### config.mk
export PLATFORM = sky130hd
export DESIGN_NAME = pe_arr_seq
export DESIGN_NICKNAME = d
export VERILOG_FILES = /design/src/rtl/pe_arr_seq.sv
export SDC_FILE = /design/constraint.sdc
export NUM_CORES = 1
export LEC_CHECK = 0
export BUFFER_PORTS_ARGS = -buffer_cell sky130_fd_sc_hd__buf_2
export CORE_MARGIN = 4
export CORE_UTILIZATION = 55
export CTS_BUF_LIST = sky130_fd_sc_hd__clkbuf_16
export CTS_CLUSTER_DIAMETER = 40
export DETAILED_ROUTE_END_ITERATION = 8
export PLACE_DENSITY_LB_ADDON = 0.08
export SLEW_MARGIN = 20
export SYNTH_ARGS = -nofsm -noshare
export SYNTH_HDL_FRONTEND = slang
export SYNTH_SLANG_ARGS = --single-unit
export TNS_END_PERCENT = 20
### constraint.sdc
create_clock -name clk -period 4.2 [get_ports clk]
set_input_delay 0.84 -clock clk [delete_from_list [all_inputs] [get_ports clk]]
set_output_delay 0.84 -clock clk [all_outputs]
set_load 0.005 [all_outputs]
### src/rtl/pe_arr_seq.sv
`default_nettype none
// ============================================================================
// Module   : pe_arr_seq
// Purpose  : Tile sequencer for a ROWS x COLS systolic PE array. For each
//            accepted tile it clears the array, reads K operand rows from the
//            weight/activation buffers, skews every lane by its index so that
//            wavefronts line up inside the array, and asserts fire for the
//            whole interval in which any PE still sees valid data.
// Ports    : clk, rstn            - clock, asynchronous active-low reset
//            start, k_len, abort  - tile request, tile depth K, cancel
//            busy, done           - tile in progress, one-cycle completion
//            out_valid            - array holds a complete tile result
//            rd_en, rd_addr       - operand buffer read strobe / address
//            w_rdata, a_rdata     - buffer read data (1-cycle latency)
//            arr_rstn, fire       - PE array clear (active low) / enable
//            in_w, in_a           - skewed weight / activation lanes
// Revision : 1.0 - initial release
// ============================================================================
module pe_arr_seq #(
  parameter int ROWS = 4,
  parameter int COLS = 4,
  parameter int DW   = 8,
  parameter int KW   = 8
) (
  input  logic               clk,
  input  logic               rstn,
  input  logic               start,
  input  logic [KW-1:0]      k_len,
  input  logic               abort,
  output logic               busy,
  output logic               done,
  output logic               out_valid,
  output logic               rd_en,
  output logic [KW-1:0]      rd_addr,
  input  logic [COLS*DW-1:0] w_rdata,
  input  logic [ROWS*DW-1:0] a_rdata,
  output logic               arr_rstn,
  output logic               fire,
  output logic [COLS*DW-1:0] in_w,
  output logic [ROWS*DW-1:0] in_a
);

  // After the last read, the final element still has to ripple through the
  // deepest skew lane and across the array diagonal.
  localparam int DRAIN_LEN = ROWS + COLS - 1;
  localparam int DCW       = $clog2(DRAIN_LEN + 1);

  typedef enum logic [2:0] {
    IDLE  = 3'd0,
    CLEAR = 3'd1,
    FEED  = 3'd2,
    DRAIN = 3'd3,
    DONE  = 3'd4
  } state_t;

  state_t         state, state_nx;
  logic [KW-1:0]  k_reg;
  logic [KW-1:0]  addr, addr_nx;
  logic [DCW-1:0] dcnt, dcnt_nx;
  logic           accept;
  logic           clear_now;
  logic           ov_reg;
  logic           arr_rel;
  logic           data_vld;
  logic [KW-1:0]  k_last;

  assign accept = (state == IDLE) && start && (k_len != '0) && !abort;
  assign k_last = k_reg - KW'(1);

  // --------------------------------------------------------------------------
  // FSM: state register
  // --------------------------------------------------------------------------
  always_ff @(posedge clk or negedge rstn) begin
    if (!rstn) begin
      state <= IDLE;
      addr  <= '0;
      dcnt  <= '0;
      k_reg <= '0;
    end else begin
      state <= state_nx;
      addr  <= addr_nx;
      dcnt  <= dcnt_nx;
      if (accept) k_reg <= k_len;
    end
  end

  // --------------------------------------------------------------------------
  // FSM: next state and outputs
  // --------------------------------------------------------------------------
  always_comb begin
    state_nx  = state;
    addr_nx   = addr;
    dcnt_nx   = dcnt;
    busy      = 1'b1;
    done      = 1'b0;
    rd_en     = 1'b0;
    fire      = 1'b0;
    clear_now = 1'b0;

    case (state)
      IDLE: begin
        busy = 1'b0;
        if (accept) state_nx = CLEAR;
      end
      CLEAR: begin
        clear_now = 1'b1;
        state_nx  = FEED;
        addr_nx   = '0;
      end
      FEED: begin
        rd_en = 1'b1;
        // F0 only issues the first read; data reaches lane 0 one cycle later.
        fire  = (addr != '0);
        if (addr == k_last) begin
          state_nx = DRAIN;
          addr_nx  = '0;
          dcnt_nx  = '0;
        end else begin
          addr_nx = addr + KW'(1);
        end
      end
      DRAIN: begin
        fire = 1'b1;
        if (dcnt == DCW'(DRAIN_LEN - 1)) begin
          state_nx = DONE;
          dcnt_nx  = '0;
        end else begin
          dcnt_nx = dcnt + DCW'(1);
        end
      end
      DONE: begin
        done     = 1'b1;
        state_nx = IDLE;
      end
      default: begin
        busy     = 1'b0;
        state_nx = IDLE;
      end
    endcase

    if (abort) begin
      state_nx = IDLE;
      addr_nx  = '0;
      dcnt_nx  = '0;
    end
  end

  assign rd_addr = addr;

  // --------------------------------------------------------------------------
  // Result-valid flag, array clear release, read-data valid
  // --------------------------------------------------------------------------
  always_ff @(posedge clk or negedge rstn) begin
    if (!rstn) begin
      ov_reg   <= 1'b0;
      arr_rel  <= 1'b0;
      data_vld <= 1'b0;
    end else begin
      // arr_rstn is held low through reset and released one edge later.
      arr_rel  <= 1'b1;
      data_vld <= rd_en && !abort;
      if (abort || accept) begin
        ov_reg <= 1'b0;
      end else if ((state == DRAIN) && (state_nx == DONE)) begin
        ov_reg <= 1'b1;
      end
    end
  end

  assign out_valid = ov_reg;
  assign arr_rstn  = arr_rel && !clear_now;

  // --------------------------------------------------------------------------
  // Lane skew: lane n is delayed by n cycles behind the raw read data. The
  // head of every lane is forced to zero whenever no read is returning, so
  // the shift registers only ever carry zeros outside the tile's wavefront.
  // --------------------------------------------------------------------------
  for (genvar c = 0; c < COLS; c++) begin : g_w_lane
    logic [DW-1:0] head;
    assign head = data_vld ? w_rdata[c*DW +: DW] : '0;
    if (c == 0) begin : g_direct
      assign in_w[c*DW +: DW] = head;
    end else begin : g_skew
      logic [DW-1:0] sr [c];
      always_ff @(posedge clk or negedge rstn) begin
        if (!rstn) begin
          for (int j = 0; j < c; j++) sr[j] <= '0;
        end else if (abort) begin
          for (int j = 0; j < c; j++) sr[j] <= '0;
        end else begin
          sr[0] <= head;
          for (int j = 1; j < c; j++) sr[j] <= sr[j-1];
        end
      end
      assign in_w[c*DW +: DW] = sr[c-1];
    end
  end

  for (genvar r = 0; r < ROWS; r++) begin : g_a_lane
    logic [DW-1:0] head;
    assign head = data_vld ? a_rdata[r*DW +: DW] : '0;
    if (r == 0) begin : g_direct
      assign in_a[r*DW +: DW] = head;
    end else begin : g_skew
      logic [DW-1:0] sr [r];
      always_ff @(posedge clk or negedge rstn) begin
        if (!rstn) begin
          for (int j = 0; j < r; j++) sr[j] <= '0;
        end else if (abort) begin
          for (int j = 0; j < r; j++) sr[j] <= '0;
        end else begin
          sr[0] <= head;
          for (int j = 1; j < r; j++) sr[j] <= sr[j-1];
        end
      end
      assign in_a[r*DW +: DW] = sr[r-1];
    end
  end

endmodule
`default_nettype wire

==> results.cfg <==
[routing]
top_layer = met4
wire_per_inst_um = 14.9
drtPass1Iterations = 4
via_per_inst = 4.99
wl_met2_um = 5160
wl_met1_um = 3940
drt_iter0_markers = 143
vias = 3327
ant_nets = 0
routed_wirelength_um = 9930
drc_errors = 0
wl_met3_um = 741

[floorplanning]
fp-row-count = 34
ios = 154
initial_core_util_pct = 56.9
dieHeight_um = 103
core_area_um2 = 8810
die_w_um = 103
die-area_um2 = 10700

[timing]
worstMarginPinSlew_ps = 750
rsz0062_at_grt = false
fin_skew_ps = 5.67
fin_crit_sh_pct = 59.3
finalHoldViolCount = 0
setup_tns_ps = 0
whs_ps = 445
drv_slew = 0
post-route-min-period_ps = 2490
fmax_ghz = 0.402
setup_viol = 0
max-slew-margin-rel_pct = 49.9

[global_route]
track_usage_pct = 19.5
grt-ovfl-total = 0
grt_start_max_net_pins = 60
grt_pass1_vias = 3420
antenna_found_initial = 0
grt_pass1_wl_um = 15700

[finish]
diodes = 0
layout-area-overhead-vs-synth_pct = 24.1
final_common_cell = buf_2
drive_above_1_share_pct = 36.7
postLayoutCellArea_um2 = 6220
layoutNonFillerInstCount = 667
largestRegisters = g_a_lane.g_skew.sr x32, g_w_lane.g_skew.sr x32
finalNetCount = 625
layout_common_cells = buf_2, dfrtp_1, and2_1, nor2b_1, clkbuf_16

[placed_design]
place_area_um2 = 5610
gp_congestion = 0.826
portBuffers = 153
place_hpwl_um = 6910
placedCellCount = 634

[synthesis]
synth_nets = 503
yosysWarnings = 0
async_flop_share_pct = 100
synth.cell_area_um2 = 5010
synthDistinctLibCells = 51
synth-edff-count = 0
avgSynthCellArea_um2 = 11.8
netlist_instances = 424
synth_seq_cells = 121
seq_area_frac_synth_pct = 60.5
synth_ff_type = dfrtp_1

[clock_tree]
cts_resized = 0
htreeDepth = 4
cts_buffer_depth = 2
holdBufCountCts = 0
clkTransAtPathRegs_ps = 60
cts_tree = yes
clkLatencyLatePin_ps = 400
clock_sinks = 121
cts_buffers = 17
cts_setup_buffers = 0
root_buffer = clkbuf_16

[outcome]
status = finished, final reports clean

[worst_setup_path]
r2r_start = state[0]
crit_start = rd_addr[0]
worst-setup-path-type = register to output port
critPathCaptureType = output port
worst-path-max-fanout = 7
cp.required_ps = 3360
worst_ep_arrival_time_ps = 1650
cp-start-kind = register

[power_and_ir_drop]
ir_drop_mv = 0.288
p_leak_nw = 3.27
powerDensity_nw_per_um2 = 470

[hold_path]
hold_class = input pin to async pin

[flow_run]
drv_cap = 0
synthesized netlist by cell type (all sizes together), types with 3 or more instances:
| master | n | area share, % |
|---|---|---|
| dfrtp | 121 | 60 |
| ha | 3 | 0.75 |
| clkbuf | 17 | 1.3 |
| nor3 | 9 | 1.1 |
| xnor2 | 10 | 1.9 |
| nand2 | 14 | 1.0 |
| a21oi | 12 | 1.2 |
| nor4 | 6 | 1.0 |
| nand2b | 5 | 0.62 |
| buf | 37 | 5.3 |
| o211ai | 5 | 0.95 |
| nor2b | 53 | 6.6 |
| mux2 | 6 | 1.3 |
| inv | 8 | 0.60 |
| nand3 | 3 | 0.30 |
| nor2 | 10 | 0.90 |
| and2 | 65 | 8.1 |
| o21ai | 7 | 0.92 |
| o2111ai | 3 | 0.65 |
| xor2 | 3 | 0.52 |
path summary, 6_finish.rpt:
kind / to / slack [ps] / depth (start not counted)
worst max-delay path: fire / 1710 / 5
worst min-delay path: rd_addr[4] / 440 / 1
worst max register to register: k_reg[5] / 1770 / 5
worst min register to register: g_w_lane[3].g_skew.sr[15] / 450 / 1
max in group asynchronous: in_a[22] / 2840 / 2
min in group clk: g_w_lane[3].g_skew.sr[15] / 450 / 1
kinds of logic after synthesis:
logic type                 share of synthesized area (%)
AOI/OAI and AO/OA                                   6.72
xor gates and xnor gates                            2.42
adders and majority gates                          0.750
buffers and inverters                               7.22
DFF                                                 60.5
muxes                                               1.35
other                                             0.0749
and+or+nand+nor                                     21.0
metrics by stage:
stage               power [mW]  setup slack [ps]  util (%)
global route              3.05              1520      70.6
floorplan                 1.42              2170         -
global placement          1.51              1530      63.7
CTS                       2.95              1640      70.4
finish                    2.92              1710      70.6
detailed placement        1.52              1450      63.7
layer usage:
layer	GRT usage [%]	vias to the layer above
met5	0	-
met4	6.87	0
met3	6.17	8
met2	33.3	134
met1	23.4	1589
li1	-	1596
power by group:
part	internal [mW]	leakage, nW	switching [mW]
Combinational	0.116	1.32	0.137
Clock	0.885	0.285	0.537
Sequential	1.20	1.67	0.0480
Total	2.20	3.27	0.721
area by class of cell:
class / count / area, µm²
inverter: 8 / 30.0
clock buffer: 17 / 425
sequential: 121 / 3030
timing repair buffer: 157 / 811
fill: 652 / 2590
tap: 108 / 135
clock inverter: 15 / 166
multi-input combinational: 241 / 1620
worst max-delay path: stages (launching register included):
cell	delay, ps
dfrtp_1	470
inv_1	110
ha_1	140
nor4b_1	300
a21oi_1	100
buf_2	140
(Power assumes the default switching activity.)
